`config.mk`:
```
export PLATFORM = sky130hd
export DESIGN_NAME = fpadd_issuer
export DESIGN_NICKNAME = d
export VERILOG_FILES = /design/src/rtl/fpadd_issuer.sv
export SDC_FILE = /design/constraint.sdc
export NUM_CORES = 1
export LEC_CHECK = 0
export ABC_CLOCK_PERIOD_IN_PS = 2900
export BUFFER_PORTS_ARGS = -buffer_cell sky130_fd_sc_hd__buf_4
export CAP_MARGIN = 20
export CORE_MARGIN = 2
export CORE_UTILIZATION = 51
export CTS_CLUSTER_SIZE = 40
export DETAILED_ROUTE_END_ITERATION = 7
export GPL_TIMING_DRIVEN = 0
export PLACE_DENSITY = 0.76
export REMOVE_ABC_BUFFERS = 1
export SYNTH_ARGS = -nofsm -noshare
export SYNTH_HDL_FRONTEND = slang
export SYNTH_SLANG_ARGS = --single-unit
```
`constraint.sdc`:
```
create_clock -name clk -period 2.9 [get_ports clk]
set_input_delay 0.145 -clock clk [delete_from_list [all_inputs] [get_ports clk]]
set_output_delay 0.145 -clock clk [all_outputs]
set_load 0.03 [all_outputs]
```
`src/rtl/fpadd_issuer.sv`:
```
// Frame accumulator that drives one external fpadd through its reset/done handshake.
// Optional add watchdog (err_timeout port, MAX_WAIT) enabled by FPADD_ISSUER_TIMEOUT_EN.
module fpadd_issuer #(
   parameter int WIDTH = 32
`ifdef FPADD_ISSUER_TIMEOUT_EN
   ,
   parameter int MAX_WAIT = 16
`endif
) (
   input  logic             clk,
   input  logic             reset,
   input  logic             in_valid,
   output logic             in_ready,
   input  logic [WIDTH-1:0] in_data,
   input  logic             in_last,
   output logic             out_valid,
   input  logic             out_ready,
   output logic [WIDTH-1:0] out_data,
   output logic [7:0]       out_count,
   output logic             add_reset,
   output logic [WIDTH-1:0] add_dataa,
   output logic [WIDTH-1:0] add_datab,
   input  logic [WIDTH-1:0] add_result,
   input  logic             add_done
`ifdef FPADD_ISSUER_TIMEOUT_EN
   ,
   output logic             err_timeout
`endif
);

   typedef enum logic [2:0] {
      IDLE,
      FIRST,
      START,
      BUSY,
      OUTPUT
   } state_t;

   localparam logic [WIDTH-1:0] QNAN = WIDTH'(32'h7fc0_0000);

   state_t           state;
   state_t           state_nxt;
   logic [WIDTH-1:0] acc;
   logic [7:0]       cnt;
   logic [7:0]       cnt_inc;
   logic             last_q;
   logic             first_q;
   logic             fire;
   logic             done_hit;
   logic             drop;
   logic             tmo;

   assign fire      = in_valid && in_ready;
   assign cnt_inc   = (cnt == 8'hff) ? cnt : cnt + 8'd1;
   assign out_count = cnt;

   // done seen in the first BUSY cycle belongs to the previous add
   assign done_hit  = (state == BUSY) && !first_q && add_done;

`ifdef FPADD_ISSUER_TIMEOUT_EN
   localparam int WW = $clog2(MAX_WAIT) + 1;

   logic [WW-1:0] wcnt;

   assign tmo = (state == BUSY) && !done_hit &&
                (wcnt == WW'(MAX_WAIT - 1));

   always_ff @(posedge clk) begin
      if (reset) begin
         wcnt        <= '0;
         drop        <= 1'b0;
         err_timeout <= 1'b0;
      end else begin
         if (state == START)
            wcnt <= '0;
         else if (state == BUSY && !done_hit)
            wcnt <= wcnt + WW'(1);
         if (tmo) begin
            err_timeout <= 1'b1;
            drop        <= !last_q;
         end else if (state == FIRST && fire && drop && in_last) begin
            drop <= 1'b0;
         end
      end
   end
`else
   assign tmo  = 1'b0;
   assign drop = 1'b0;
`endif

   always_ff @(posedge clk) begin
      if (reset)
         state <= IDLE;
      else
         state <= state_nxt;
   end

   always_comb begin
      state_nxt = state;
      case (state)
         IDLE:
            state_nxt = FIRST;
         FIRST:
            if (fire && !drop) begin
               if (cnt == 8'd0)
                  state_nxt = in_last ? OUTPUT : FIRST;
               else
                  state_nxt = START;
            end
         START:
            state_nxt = BUSY;
         BUSY:
            if (done_hit)
               state_nxt = last_q ? OUTPUT : FIRST;
            else if (tmo)
               state_nxt = OUTPUT;
         OUTPUT:
            if (out_ready)
               state_nxt = FIRST;
         default:
            state_nxt = IDLE;
      endcase
   end

   always_comb begin
      in_ready  = 1'b0;
      out_valid = 1'b0;
      add_reset = reset;
      case (state)
         IDLE:    add_reset = 1'b1;
         FIRST:   in_ready  = !reset;
         START:   add_reset = 1'b1;
         OUTPUT:  out_valid = 1'b1;
         default: ;
      endcase
   end

   always_ff @(posedge clk) begin
      if (reset) begin
         acc       <= '0;
         cnt       <= '0;
         last_q    <= 1'b0;
         first_q   <= 1'b0;
         out_data  <= '0;
         add_dataa <= '0;
         add_datab <= '0;
      end else begin
         case (state)
            FIRST:
               if (fire && !drop) begin
                  if (cnt == 8'd0) begin
                     acc <= in_data;
                     cnt <= 8'd1;
                     if (in_last)
                        out_data <= in_data;
                  end else begin
                     add_dataa <= acc;
                     add_datab <= in_data;
                     last_q    <= in_last;
                     cnt       <= cnt_inc;
                  end
               end
            START:
               first_q <= 1'b1;
            BUSY: begin
               first_q <= 1'b0;
               if (done_hit) begin
                  acc <= add_result;
                  if (last_q)
                     out_data <= add_result;
               end else if (tmo) begin
                  out_data <= QNAN;
               end
            end
            OUTPUT:
               if (out_ready)
                  cnt <= '0;
            default: ;
         endcase
      end
   end

endmodule

```
==> flow_metrics.py, run 1 <==
metrics = {
    "outcome": {
        "status": "completed",
    },
    "timing": {
        "fin_hold_ws_ns": 0.0953,
        "period_share_pct": 92.4,
        "hold_violations": 0,
        "clock_skew_ns": 0.00824,
        "setup_viol": 0,
        "worstMarginPinSlew_ns": 0.888,
        "maxSlewViolCount": 0,
        "fin_crit_ns": 2.68,
        "max_freq_mhz": 373,
        "rsz0062_at_grt": "no",
        "slew_headroom_pct": 40.5,
        "finalSetupTns_ns": 0,
    },
    "logic_synthesis": {
        "ys_types": 41,
        "yosysTopAreaCell": "dfxtp_1",
        "netlist.area_leader.share_pct": 48.4,
        "yosysWarnings": 0,
        "synthArstFlopShare_pct": 0,
        "synth_seq_cells": 141,
        "syn_area_um2": 5830,
        "postSynthCellCount": 672,
        "ys_top_cells_by_area": "dfxtp_1 48%, nand2_1 8.9%, a21oi_1 6.1%",
        "yosysMostFrequentCell": "dfxtp_1",
        "syn_avg_cell_area_um2": 8.68,
        "ys_seq_area_share_pct": 48.4,
        "synthFlopType": "dfxtp_1",
        "synth_edf_count": 0,
        "yosys-top-cells-count": "141 x dfxtp_1, 139 x nand2_1, 71 x a21oi_1",
    },
    "cts": {
        "cts-htree-levels": 4,
        "cts_made_buffers": 17,
        "cts_buffer_depth": 2,
        "ctsRootBufferMaster": "clkbuf_16",
        "cts_resized": 0,
        "cts_tree": "built",
        "clkTransAtPathRegs_ns": 0.06,
        "worstSkewPairLatency_ns": 0.42,
        "cts_sinks": 141,
    },
    "floorplan": {
        "die_y_um": 111,
        "top_level_ports": 177,
        "die_area_um2": 12300,
        "fp-row-count": 39,
        "fp.dieW_um": 111,
        "start_util_pct": 51.8,
        "core_area_um2": 11300,
    },
    "drt": {
        "viasPerCell": 5.42,
        "drc": 0,
        "first_pass_iters": 4,
        "drtIter0Drc": 346,
        "antenna_left": 0,
        "drt_wl_total_mm": 16.3,
        "vias": 5546,
        "wire_per_inst_um": 15.9,
    },
    "setup_path": {
        "end_kind": "flop",
        "r2r_setup_slack_ns": 0.22,
        "crit_arrival_ns": 3.02,
        "worst_setup_path_start_kind": "flop",
        "critical_path_class": "flop to flop",
        "cp_max_fo": 13,
        "critPathRequiredTime_ns": 3.24,
    },
    "hold_path": {
        "hold_path_class": "input pin to flop",
    },
    "global_route": {
        "track_usage_pct": 27.0,
        "antenna_found_initial": 0,
        "grt_overflow_total": 0,
        "grt_pass1_wl_mm": 27.0,
        "grt_pass1_vias": 5679,
        "grt_max_degree": 100,
    },
    "final_layout": {
        "nets": 940,
        "syn2layout_area_growth_pct": 43.6,
        "drive_above_1_share_pct": 27.1,
        "antenna_cells": 0,
    },
    "pwr": {
        "power_leakage_uw": 0.00368,
        "worst_ir_drop_vdd_v": 0.000470,
        "power.density_nw_per_um2": 561,
    },
    "placement": {
        "numPortBuffers": 176,
        "dp_hpwl_mm": 10.6,
        "gp_congestion": 0.870,
    },
    "job": {
        "cap_violations": 0,
    },
}
metal layers:
layer / vias up / GRT usage [%] / wire length, um
met3: 33 / 8.09 / 1240
met2: 203 / 45.2 / 7980
met1: 2613 / 31.9 / 6720
met5: - / 0 / 0
li1: 2697 / - / -
met4: 0 / 12.4 / 346
sequential cells by signal, summed over array words and instances (netlist names):
name       cells
acc           32
add_dataa     32
add_datab     32
out_data      32
out_count      8
state          3
first_q        1
last_q         1
metrics by stage:
stage / std cells / instance area (um^2) / utilization [%] / setup WS, ns / total power [uW]
floorplan: 616 / 5600 / - / -2.32 / 2250
global placement: 935 / 7100 / 63.0 / -5.74 / 2430
detailed placement: 952 / 7380 / 65.5 / -0.159 / 2460
CTS: 1019 / 8340 / 74.0 / 0.0331 / 4710
global route: 1024 / 8380 / 74.3 / 0.0704 / 4860
finish: 1024 / 8380 / 74.3 / 0.219 / 4700
where the power goes:
group	total, uW	switching, uW	internal, uW
clock network	2240	826	1410
logic	447	231	215
registers	2020	30.0	1990
total	4700	1090	3610
kinds of logic after synthesis:
kind of cell | Yosys count | share of synthesized area (%)
buffers and inverters | 59 | 4.18
adders and majority gates | 2 | 0.429
and+or+nand+nor | 276 | 21.7
AOI/OAI and AO/OA | 129 | 13.5
DFF | 141 | 48.4
muxes | 65 | 11.8
final timing paths:
kind                   from  cells past startpoint             to
min          add_result[28]                      4   out_data[28]
min reg2reg         acc[30]                      2  add_dataa[30]
max            out_count[0]                      9  add_datab[17]
max reg2reg    out_count[0]                      9  add_datab[17]
critical path, cell delays in order (launching register included):
cell	delay, ns
dfxtp_1	0.37
inv_1	0.11
ha_1	0.17
or4b_1	0.56
o211ai_1	0.46
buf_4	0.30
buf_6	0.18
buf_4	0.21
nand2_1	0.08
a21oi_1	0.16
layout by cell type (no fill, tap or decap), types with 6 or more instances in the layout:
master         count
mux2i_1           33
dlygate4sd3_1     34
buf_4            184
nand2_1          139
a21oi_1           71
nand3_1            7
nor2_1            38
clkinv_2           6
nor3_1            36
buf_6              6
a211oi_1          32
nand2b_1           7
dfxtp_1          141
nor2b_1           34
clkbuf_16         17
mux2_1            30
area by class of cell:
cell class | instances | area [um^2]
fill | 806 | 2890
tap | 143 | 179
timing repair buffer | 232 | 1950
sequential | 141 | 2820
clock inverter | 12 | 143
multi-input combinational | 473 | 2800
clock buffer | 20 | 467
inverter | 3 | 11.3
timing repair:
item,4_1_cts,5_1_grt
setup buffers,0,5
setup endpoints to repair,43,43
hold buffers,34,0
endpoints found under the hold margin,34,0
pin swaps,1,1
gates cloned,1,0
Note: power is estimated with default switching activity, not from simulation.
==> run 2, diff against run 1 <==
Settings changed: ABC_AREA from default to 1, CORE_UTILIZATION 51 to 53, PLACE_DENSITY 0.76 to 0.78.
==> run 2 against run 1 <==
Worst setup slack improved by 0.071 ns. Combinational power increased to 5.5 times the previous value. Utilization decreased by 1.6 points. Critical path depth decreased by 1. First-iteration DRC count increased by 34%. Synthesized cell count increased by 42%. Via count increased by 14%. Wire length increased by 3.0%. Total power increased by 57%. Clock power increased by 8%. Critical path type unchanged. Critical endpoint is now out_data[11].
==> flow_metrics.py, run 2 <==
metrics = {
    "drt": {
        "drtIter0Drc": 463,
        "vias": 6332,
        "first_pass_iters": 6,
        "drt_wl_total_mm": 16.8,
        "drc": 0,
        "antenna_left": 0,
        "viasPerCell": 4.99,
        "wire_per_inst_um": 13.2,
    },
    "timing": {
        "maxSlewViolCount": 0,
        "clock_skew_ns": 0.00800,
        "hold_violations": 0,
        "slew_headroom_pct": 42.9,
        "fin_crit_ns": 2.61,
        "fin_hold_ws_ns": 0.00857,
        "worstMarginPinSlew_ns": 0.856,
        "period_share_pct": 90.0,
        "max_freq_mhz": 383,
        "rsz0062_at_grt": "no",
        "setup_viol": 0,
    },
    "final_layout": {
        "drive_above_1_share_pct": 23.4,
        "syn2layout_area_growth_pct": 34.7,
        "final_common_cell": "buf_4",
        "mostFrequentLayoutCells": "176 x buf_4, 169 x nand2_1, 149 x inv_1",
        "nets": 1182,
        "antenna_cells": 0,
    },
    "outcome": {
        "status": "completed",
    },
    "logic_synthesis": {
        "yosysMostFrequentCell": "nand2_1",
        "ys_top_cells_by_area": "dfxtp_1 44%, nand2_1 9.9%, inv_1 8.7%",
        "syn_avg_cell_area_um2": 6.75,
        "synth_edf_count": 0,
        "synthArstFlopShare_pct": 0,
        "ys_types": 23,
        "ys_seq_area_share_pct": 43.7,
        "syn_area_um2": 6450,
        "netlist.area_leader.share_pct": 43.7,
        "synth_seq_cells": 141,
        "postSynthCellCount": 956,
        "yosysTopAreaCell": "dfxtp_1",
        "yosys-top-cells-count": "170 x nand2_1, 149 x inv_1, 141 x dfxtp_1",
        "yosysWarnings": 0,
        "synthFlopType": "dfxtp_1",
    },
    "cts": {
        "cts-htree-levels": 4,
        "worstSkewPairLatency_ns": 0.42,
        "cts_sinks": 141,
        "cts_made_buffers": 17,
        "cts_tree": "built",
        "post_cts_buffers": 0,
        "ctsRootBufferMaster": "clkbuf_16",
        "cts_buffer_depth": 2,
        "clkTransAtPathRegs_ns": 0.06,
    },
    "floorplan": {
        "fp-row-count": 40,
        "start_util_pct": 54.0,
        "die_area_um2": 13100,
        "core_area_um2": 12000,
        "top_level_ports": 177,
        "die_y_um": 114,
        "fp.dieW_um": 114,
    },
    "setup_path": {
        "cp_max_fo": 39,
        "critPathRequiredTime_ns": 3.21,
        "crit_arrival_ns": 2.92,
        "critical_path_class": "flop to flop",
        "worst_setup_path_start_kind": "flop",
        "end_kind": "flop",
    },
    "pwr": {
        "worst_ir_drop_vdd_v": 0.000576,
        "seqPwrFrac_pct": 33.5,
        "p_int_uw": 4740,
        "power.density_nw_per_um2": 846,
        "p_comb_share_pct": 33.4,
        "p_sw_share_pct": 35.6,
        "power.switching_uw": 2620,
        "clkPwrFrac_pct": 33.1,
        "power.total_uw": 7360,
        "power_leakage_uw": 0.00419,
    },
    "global_route": {
        "grt_pass1_wl_mm": 27.2,
        "grt_pass1_vias": 5617,
        "antenna_found_initial": 0,
        "track_usage_pct": 26.3,
        "grt_max_degree": 97,
        "grt_overflow_total": 0,
    },
    "placement": {
        "numPortBuffers": 176,
        "gp_congestion": 0.837,
        "dp_hpwl_mm": 10.3,
    },
    "hold_path": {
        "hold_path_class": "input pin to flop",
    },
    "job": {
        "cap_violations": 0,
    },
}
==> run 2: layout make-up <==
cell class	instances	area (um^2)
fill	1007	3270
multi-input combinational	566	2660
inverter	184	693
clock buffer	21	480
clock inverter	11	186
tap	147	184
sequential	141	2820
timing repair buffer	200	1670
==> run 2: kinds of logic (layout without fill, tap and decap cells) <==
kind of cell               count (synthesis)  in the layout  synth area share [%]
and+or+nand+nor                          355            355                  23.7
AOI/OAI and AO/OA                        208            208                  16.2
DFF                                      141            141                  43.7
xor gates and xnor gates                   1              1                 0.136
adders and majority gates                  2              2                 0.388
buffers and inverters                    249            416                  15.8
==> run 2: critical path: stages (launching register included) <==
cell     delay (ns)
dfxtp_1        0.42
inv_2          0.09
nand3_2        0.60
a21oi_1        0.20
nor2_4         0.65
buf_12         0.29
nand3_1        0.11
nand2_1        0.09
nor2_1         0.05
==> run 2: stage by stage <==
stage / area [um^2] / util (%) / setup slack, ns / TNS, ns / cells
2_1_floorplan: 6130 / - / -1.30 / -52.17 / 891
3_3_place_gp: 7630 / 63.8 / -3.30 / -193.00 / 1214
3_5_place_dp: 7850 / 65.6 / 0.229 / 0 / 1221
4_1_cts: 8690 / 72.6 / 0.160 / 0 / 1270
5_1_grt: 8690 / 72.7 / 0.0400 / 0 / 1270
6_report: 8690 / 72.7 / 0.290 / 0 / 1270
==> run 2: timing repair <==
action,CTS,global route
setup endpoints to repair,0,9
hold buffers,17,0
resized for setup,0,1
hold endpoints to repair,21,0
==> run 2: path summary, 6_finish.rpt <==
| path | startpoint | slack (ns) | cells past startpoint | to |
|---|---|---|---|---|
| worst max register to register | state[2] | 0.29 | 8 | out_data[11] |
| worst min-delay path | in_data[28] | 0.009 | 3 | add_datab[28] |
| worst max-delay path | state[2] | 0.29 | 8 | out_data[11] |
| worst min register to register | add_datab[5] | 0.44 | 2 | add_datab[5] |
==> run 2: power by group through the flow <==
stage	Clock (uW)	Combinational, uW	Sequential, uW
after global placement	0	2290	2490
final	2430	2460	2460
after CTS	2460	2460	2460
after floorplan	0	1200	2850
after global routing	2560	2720	2510
after detailed placement	0	2420	2500
==> run 2: metal layers <==
layer  part of all wire, %  track usage, %  vias to the layer above
met2                    47            42.2                      200
met5                     0               0                        -
met1                    44            33.7                     2806
li1                      -               -                     3307
met4                   1.6            9.92                        0
met3                   6.8            7.68                       19
==> run 3, diff against run 2 <==
Settings changed: ABC_CLOCK_PERIOD_IN_PS 2900 to 2400, CELL_PAD_IN_SITES_DETAIL_PLACEMENT from default to 1, CELL_PAD_IN_SITES_GLOBAL_PLACEMENT from default to 1, CORE_UTILIZATION 53 to 33, PLACE_DENSITY 0.78 to 0.73.
Clock period 2.9 ns to 2.4 ns, I/O delays scaled along.
==> run 3 against run 2 <==
Final cell count up 11%. Non-clock buffer count up 18. Critical path depth unchanged. Worst setup slack worse by 0.28 ns. Total power up 22%. Maximum frequency up 9.4%. Sequential power up 22%. Wire length up 32%.
==> flow_metrics.py, run 3 (same netlist as run 2, synthesis figures left out) <==
metrics = {
    "outcome": {
        "status": "completed",
    },
    "timing": {
        "maxSlewViolCount": 0,
        "hold_violations": 0,
        "rsz0062_at_grt": "yes",
        "period_share_pct": 99.4,
        "fin_crit_ns": 2.39,
        "clock_skew_ns": 0.00744,
        "worstMarginPinSlew_ns": 0.858,
        "setup_slack_ns": 0.0146,
        "max_freq_mhz": 419,
        "fin_hold_ws_ns": 0.00103,
        "slew_headroom_pct": 42.8,
        "setup_viol": 0,
    },
    "floorplan": {
        "die_area_um2": 20700,
        "top_level_ports": 177,
        "die_y_um": 144,
        "start_util_pct": 33.4,
        "fp.dieW_um": 144,
        "fp-row-count": 51,
        "core_area_um2": 19300,
    },
    "drt": {
        "drtIter0Drc": 226,
        "vias": 6624,
        "drc": 0,
        "drt_wl_total_mm": 22.1,
        "antenna_left": 0,
        "viasPerCell": 4.69,
        "wire_per_inst_um": 15.6,
        "first_pass_iters": 4,
    },
    "hold_path": {
        "min_from": "in_data[2]",
        "hold_path_class": "input pin to flop",
    },
    "final_layout": {
        "mostFrequentLayoutCells": "179 x buf_4, 169 x nand2_1, 149 x inv_1",
        "final_common_cell": "buf_4",
        "nets": 1205,
        "drive_above_1_share_pct": 23.9,
        "utilization_pct": 46.8,
        "syn2layout_area_growth_pct": 40.2,
        "design_area_um2": 9050,
        "antenna_cells": 0,
    },
    "setup_path": {
        "crit_arrival_ns": 2.70,
        "path_cells": "inv_2 -> nand3_2 -> a21oi_1 -> nor2_4 -> buf_16 -> buf_16 -> a21oi_1 -> nor2_1",
        "critPathRequiredTime_ns": 2.71,
        "critPathSlowestCell": "a21oi_1",
        "critical_path_class": "flop to flop",
        "reg2reg_from": "state[1]",
        "crit_start": "state[1]",
        "end_kind": "flop",
        "cpPeakStageDelay_ns": 0.71,
        "worst_setup_path_start_kind": "flop",
        "cp_max_fo": 27,
    },
    "global_route": {
        "use_met2_pct": 34.6,
        "grt_max_degree": 94,
        "top_usage_layer": "met2",
        "met1_usage_pct": 26.7,
        "antenna_found_initial": 0,
        "grt_use_met3_pct": 4.73,
        "grt_pass1_wl_mm": 33.5,
        "grt_overflow_total": 0,
        "track_usage_pct": 20.7,
        "grt_pass1_vias": 6535,
    },
    "cts": {
        "cts-htree-levels": 4,
        "cts_tree": "built",
        "cts_made_buffers": 17,
        "ctsRootBufferMaster": "clkbuf_16",
        "cts_buffer_depth": 2,
        "cts_sinks": 141,
        "clkTransAtPathRegs_ns": 0.06,
        "worstSkewPairLatency_ns": 0.43,
    },
    "pwr": {
        "worst_ir_drop_vdd_v": 0.000513,
        "power_leakage_uw": 0.00424,
        "power.total_uw": 8960,
        "power.density_nw_per_um2": 989,
    },
    "placement": {
        "pre_cts_slack_ns": -0.411,
        "place_area_um2": 8010,
        "gp_congestion": 0.801,
        "numPortBuffers": 176,
        "dp_hpwl_mm": 12.6,
    },
    "job": {
        "cap_violations": 0,
    },
}
[run 3: report_power, final]
group | switching, uW | leakage (uW) | internal [uW]
logic | 2140 | 0.00280 | 1100
clock network | 1080 | 0.000290 | 1630
registers | 251 | 0.00115 | 2750
[run 3: path summary, 6_finish.rpt]
kind              endpoint  slack, ns  depth (start not counted)
max reg2reg    out_data[0]       0.01                          8
min           add_datab[2]      0.001                          3
max            out_data[0]       0.01                          8
min reg2reg  add_datab[18]       0.44                          2
[run 3: layer usage]
layer  up-vias  routed length, um  part of all wire, %
li1       3362                  -                    -
met3        21               1110                  5.1
met1      3092              10300                   47
met4         0                268                  1.2
met5         -                  0                    0
met2       149              10300                   47
[run 3: timing repair]
| action | in CTS | in global routing |
|---|---|---|
| buffers inserted | 2 | 1 |
| hold buffers | 32 | 0 |
| pin swaps | 2 | 1 |
| cloned | 2 | 3 |
| resized for setup | 2 | 9 |
| setup endpoints to repair | 65 | 100 |
| hold endpoints to repair | 36 | 0 |
[run 3: critical path: cells and delay by family (launching register included)]
family,cells,cell delay [ns]
flip-flops,1,0.48
AND/OR/NAND/NOR,3,0.36
AO/OA/AOI/OAI,2,0.89
buffers and inverters,3,0.54
[run 3: metrics by stage]
step	TNS, ns	cells
global placement	-296.19	1332
CTS	0	1407
finish	0	1411
detailed placement	-18.80	1339
global route	-0.241	1411
floorplan	-102.27	891
[run 3: cell type report]
class / count / area [um^2]
flip-flops and latches: 141 / 2830
fillers: 2469 / 10300
inverters: 184 / 693
multi-input cells: 571 / 2760
clock buffers: 18 / 429
clock inverters: 14 / 169
well taps: 265 / 332
repair buffers: 218 / 1850
